<file path="config.mk">
export PLATFORM = sky130hd
export DESIGN_NAME = multiply_unit
export DESIGN_NICKNAME = d
export VERILOG_FILES = /design/src/rtl/multiply_unit.sv
export SDC_FILE = /design/constraint.sdc
export NUM_CORES = 1
export LEC_CHECK = 0
export ABC_AREA = 1
export CELL_PAD_IN_SITES_DETAIL_PLACEMENT = 0
export CELL_PAD_IN_SITES_GLOBAL_PLACEMENT = 1
export CORE_MARGIN = 4
export CORE_UTILIZATION = 42
export CTS_CLUSTER_SIZE = 12
export DETAILED_ROUTE_END_ITERATION = 8
export GPL_TIMING_DRIVEN = 0
export PLACE_DENSITY = 0.9
export SKIP_CTS_REPAIR_TIMING = 1
export SYNTH_ARGS = -nofsm -noshare
export SYNTH_HDL_FRONTEND = slang
export SYNTH_SLANG_ARGS = --single-unit
</file>
<file path="constraint.sdc">
create_clock -name clk -period 6.4 [get_ports clk]
set_input_delay 0.96 -clock clk [delete_from_list [all_inputs] [get_ports clk]]
set_output_delay 0.96 -clock clk [all_outputs]
set_load 0.01 [all_outputs]
</file>
<file path="src/rtl/multiply_unit.sv">
// +--------------------------------------------------------------------------+
// | multiply_unit : iterative radix-2 shift-add multiplier (MUL/MLA, xMULL/xMLAL)
// | Optional macro MULTIPLY_UNIT_EARLY_TERM_EN stops RUN after top bit of |b|.
// | Revision: 1.0
// +--------------------------------------------------------------------------+
`timescale 1ns/1ps
`default_nettype none

module multiply_unit #(
  parameter int WIDTH = 32
) (
  input  logic                 clk,
  input  logic                 reset_n,
  input  logic                 start,
  input  logic                 flush,
  input  logic                 long_mul,
  input  logic                 is_signed,
  input  logic                 accumulate,
  input  logic [WIDTH-1:0]     a,
  input  logic [WIDTH-1:0]     b,
  input  logic [2*WIDTH-1:0]   acc,
  output logic                 busy,
  output logic                 done,
  output logic [2*WIDTH-1:0]   result,
  output logic                 flag_n,
  output logic                 flag_z
);

  localparam logic [1:0] S_IDLE = 2'd0;
  localparam logic [1:0] S_RUN  = 2'd1;
  localparam logic [1:0] S_DONE = 2'd2;

  logic [1:0]           r_state;
  logic [1:0]           w_state_nxt;
  logic [2*WIDTH-1:0]   r_mcand;
  logic [WIDTH-1:0]     r_mplier;
  logic [2*WIDTH-1:0]   r_prod;
  logic [2*WIDTH-1:0]   r_acc;
  logic                 r_long;
  logic                 r_neg;
  logic [2*WIDTH-1:0]   r_result;
  logic                 r_flag_n;
  logic                 r_flag_z;

  logic                 w_accept;
  logic                 w_last;
  logic                 w_sgn_op;
  logic [WIDTH-1:0]     w_abs_a;
  logic [WIDTH-1:0]     w_abs_b;
  logic [2*WIDTH-1:0]   w_prod_next;
  logic [2*WIDTH-1:0]   w_sgn_prod;
  logic [2*WIDTH-1:0]   w_sum;
  logic [2*WIDTH-1:0]   w_res;
  logic                 w_res_n;
  logic                 w_res_z;

  assign w_accept = (r_state == S_IDLE) && start && !flush;
  assign w_sgn_op = long_mul && is_signed;
  assign w_abs_a  = (w_sgn_op && a[WIDTH-1]) ? -a : a;
  assign w_abs_b  = (w_sgn_op && b[WIDTH-1]) ? -b : b;

`ifdef MULTIPLY_UNIT_EARLY_TERM_EN
  // Last iteration once no set multiplier bits remain above the current one.
  assign w_last = (r_mplier[WIDTH-1:1] == '0);
`else
  localparam int CNT_W = $clog2(WIDTH + 1);
  localparam logic [CNT_W-1:0] CNT_LAST = CNT_W'(WIDTH - 1);
  logic [CNT_W-1:0] r_cnt;
  assign w_last = (r_cnt == CNT_LAST);
`endif

  assign w_prod_next = r_prod + (r_mplier[0] ? r_mcand : '0);
  assign w_sgn_prod  = r_neg ? -w_prod_next : w_prod_next;
  assign w_sum       = w_sgn_prod + r_acc;
  assign w_res       = r_long ? w_sum : {{WIDTH{1'b0}}, w_sum[WIDTH-1:0]};
  assign w_res_n     = r_long ? w_sum[2*WIDTH-1] : w_sum[WIDTH-1];
  assign w_res_z     = r_long ? (w_sum == '0) : (w_sum[WIDTH-1:0] == '0);

  // State register
  always_ff @(posedge clk or negedge reset_n) begin
    if (!reset_n) r_state <= S_IDLE;
    else          r_state <= w_state_nxt;
  end

  // Next-state logic
  always_comb begin
    w_state_nxt = r_state;
    case (r_state)
      S_IDLE:  if (w_accept) w_state_nxt = S_RUN;
      S_RUN: begin
        if (flush)       w_state_nxt = S_IDLE;
        else if (w_last) w_state_nxt = S_DONE;
      end
      S_DONE:  w_state_nxt = S_IDLE;
      default: w_state_nxt = S_IDLE;
    endcase
  end

  // Output logic
  always_comb begin
    busy = 1'b0;
    done = 1'b0;
    case (r_state)
      S_RUN:   busy = 1'b1;
      S_DONE: begin
        busy = 1'b1;
        done = 1'b1;
      end
      default: ;
    endcase
  end

  always_ff @(posedge clk or negedge reset_n) begin
    if (!reset_n) begin
      r_mcand  <= '0;
      r_mplier <= '0;
      r_prod   <= '0;
      r_acc    <= '0;
      r_long   <= 1'b0;
      r_neg    <= 1'b0;
      r_result <= '0;
      r_flag_n <= 1'b0;
      r_flag_z <= 1'b0;
`ifndef MULTIPLY_UNIT_EARLY_TERM_EN
      r_cnt    <= '0;
`endif
    end else if (w_accept) begin
      r_mcand  <= {{WIDTH{1'b0}}, w_abs_a};
      r_mplier <= w_abs_b;
      r_prod   <= '0;
      r_acc    <= accumulate ? acc : '0;
      r_long   <= long_mul;
      r_neg    <= w_sgn_op & (a[WIDTH-1] ^ b[WIDTH-1]);
`ifndef MULTIPLY_UNIT_EARLY_TERM_EN
      r_cnt    <= '0;
`endif
    end else if ((r_state == S_RUN) && !flush) begin
      r_prod   <= w_prod_next;
      r_mcand  <= r_mcand << 1;
      r_mplier <= r_mplier >> 1;
`ifndef MULTIPLY_UNIT_EARLY_TERM_EN
      r_cnt    <= r_cnt + CNT_W'(1);
`endif
      // Result and flags only change on the RUN -> DONE transition.
      if (w_last) begin
        r_result <= w_res;
        r_flag_n <= w_res_n;
        r_flag_z <= w_res_z;
      end
    end
  end

  assign result = r_result;
  assign flag_n = r_flag_n;
  assign flag_z = r_flag_z;

endmodule

`default_nettype wire

</file>
==> out/qor.txt <==
GR Util All Layers - 28.7%
share of layout cells above drive strength 1 - 6.15%
Yosys reg bits - 300
fin area - 31900 µm²
grt met2 use - 48.4%
total power - 13.9 mW
met3 Track Usage GR - 2.57%
DRC viols - 0
Die Area - 68100 µm²
r2r setup slk - 0.28 ns
Skew-Pair Late Insertion Delay - 0.57 ns
relative slew slack - 8.93%
max-slew violations - 0
top_reg_cell synth - dfrtp_1
setup TNS - 0 ns
cells after synthesis - 4448
maximum VDD drop - 0.258 mV
CTS root buffer - clkbuf_16
cts bufs inserted - 37
distinct cell type count after synthesis - 52
area delta synth->final - 18.7%
dpl hpwl - 83000 µm
crit path kind - flop to flop
H-tree depth - 2
Internal - 6.48 mW
Setup-failing EPs final - 0
global-route wire length before repair - 151000 µm
final net count - 4979
GRT overflow - 0
leading cell type in the layout, fill and taps excluded - nand2_1
DR vias/cell - 5.09
Ant. Diodes - 0
CP bufs+invs - 5
Worst-path clk slew - 0.06 ns
r2r startpoint - r_mplier[0]
status - completed
detailed-route via count - 28400
setup slack after layout - 0.283 ns
Worst EP arrival - 6.62 ns
gpl congestion - 0.995
Mapped Nets - 4723
Seq/Total Area, Yosys - 27.9%
Core ar. - 63200 µm²
max cap viols - 0
CP Max Fanout - 6
Final Hold Fails - 0
Setup WS pre-CTS - -0.733 ns
Logic pwr share - 64.7%
Clock Skews - 0.0133 ns
Initial DRC Count - 2068
met1 Usage GRT - 37.5%
Mapped Avg Cell Area - 6.04 µm²
Initial DRT Pass Iterations - 6
switching power of the nets - 7.39 mW
CP Launch Type - flop
DRT Wirelength - 99500 µm
worst hold path type - input port to asynchronous set/reset pin
TritonCTS clock tree - built
CP peak stage delay - 0.47 ns
leakage power - 17.3 nW
clock sinks - 300
placed cell count - 5498
die width - 261 µm
Sw Share - 53.3%
slowest cell on the critical path - dfrtp_2
final cycle utilization of the critical path - 95.6%
vias in the first global route - 27400
reg-to-reg critical path endpoint - flag_z
Worst setup EP type - flop
drt wl/cell - 17.8 µm
Reg power frac - 20.3%
Post-synth EDFFs - 0
min cycle time layout - 6.12 ns
critical path required time - 6.90 ns
CTS Buffer Depth - 3
DP Area - 30000 µm²
Yosys Warn Count - 0
R2R cell count - 38
row count - 92
ys async rst share - 100%
die height - 261 µm
initial antenna violation count - 2
most frequent cells in the layout - nand2_1, inv_1, nor2_1
Cell Pwr Density - 435 nW/µm²
I/O Buffers - 201
Fmax - 0.163 GHz
IO Pins - 203
synthesized cell area - 26900 µm²
Clk pwr share - 15.1%
Initial Util - 42.5%
largest net degree at the start of global routing - 116
Crit path max-delay family - simple AND/OR/NAND/NOR gates
Post-DRT Antenna Nets - 0
CP most frequent cell - nand2_1
Non-Filler Instances - 5576
slew at the pin with the worst max-slew slack - 1.37 ns
GRT Max-Usage Layer - met2
[cell families (layout without fill, tap and decap cells)]
| kind of cell | Yosys count | after routing | synth area share (%) |
|---|---|---|---|
| simple gates | 2458 | 2458 | 37.6 |
| compound gates | 523 | 523 | 10.7 |
| xor+xnor | 148 | 148 | 4.91 |
| flops | 300 | 300 | 27.9 |
| fa+ha+maj | 140 | 140 | 6.58 |
| buf+inv | 879 | 1161 | 12.3 |
[worst max-delay path by stage]
stage	slack, ns	from	end	depth (start not counted)
final	0.28	r_mplier[0]	flag_z	38
after global routing	-0.04	r_mplier[0]	flag_z	39
after CTS	-0.77	r_mplier[0]	flag_z	41
after detailed placement	-0.73	r_mplier[0]	flag_z	42
after global placement	-9.09	reset_n	r_mcand[59]	1
after floorplan	1.22	r_mplier[0]	flag_z	39
[synthesized netlist by cell type, types with 3 or more instances]
| cell | instances | area (µm²) |
|---|---|---|
| clkbuf_1 | 90 | 338 |
| xnor2_1 | 46 | 403 |
| o31ai_1 | 3 | 22.5 |
| nand3_1 | 265 | 1330 |
| nor3_2 | 5 | 50.1 |
| nor2_4 | 4 | 45.0 |
| dfrtp_1 | 300 | 7510 |
| a21o_1 | 4 | 30.0 |
| a41oi_1 | 3 | 26.3 |
| nand3_2 | 6 | 60.1 |
| xnor2_2 | 3 | 48.8 |
| inv_2 | 22 | 82.6 |
| and2_1 | 5 | 31.3 |
| o21ai_0 | 279 | 1400 |
| o211ai_1 | 9 | 67.6 |
| and3_1 | 3 | 18.8 |
| buf_1 | 9 | 33.8 |
| nand2_2 | 10 | 62.6 |
| o21bai_1 | 12 | 90.1 |
| nand2_1 | 1638 | 6150 |
| nand3b_1 | 20 | 150 |
| nor4_1 | 11 | 68.8 |
| xor2_1 | 99 | 867 |
| or2_2 | 3 | 18.8 |
| a31oi_1 | 8 | 50.1 |
| nor2_2 | 22 | 138 |
| clkinv_1 | 7 | 26.3 |
| nand4_1 | 55 | 344 |
| a21oi_1 | 155 | 776 |
| o221ai_1 | 9 | 78.8 |
| o21a_1 | 5 | 37.5 |
| inv_1 | 749 | 2810 |
| nor2_1 | 356 | 1340 |
| ha_1 | 138 | 1730 |
| o21ai_1 | 4 | 20.0 |
| a22o_1 | 21 | 184 |
| nor3_1 | 50 | 250 |
[metal layers]
layer	routed length, µm	vias up
li1	-	14400
met1	43800	13000
met2	45800	775
met3	4890	207
met4	5040	2
met5	11	-
[cell type report]
class	count	area, µm²
clock buffer	51	1070
inverter	778	2920
sequential	300	7510
multi-input combinational	3269	16600
timing repair buffer	219	2200
clock inverter	14	113
tap	846	1060
fill	6723	31300
buffer	99	397
[metrics by stage]
stage               util, %  hold WS, ns
detailed placement     47.5        0.469
global route           50.5        0.432
CTS                    49.4        0.397
global placement       47.4        0.464
finish                 50.5        0.368
floorplan                 -        0.456
[power by group through the flow]
stage	registers, mW	clock network [mW]	logic (mW)
floorplan	2.66	0	5.82
detailed placement	2.80	0	8.37
global placement	2.80	0	8.30
finish	2.81	2.09	8.97
CTS	2.78	2.13	8.40
global route	2.85	2.20	9.92
[state kept, by name, indices dropped and copies added (netlist names)]
register,flops
r_mplier,32
r_cnt,6
r_mcand,64
flag_z,1
result,64
r_neg,1
r_prod,64
r_acc,64
r_state,2
r_long,1
flag_n,1
(Power assumes the default switching activity.)
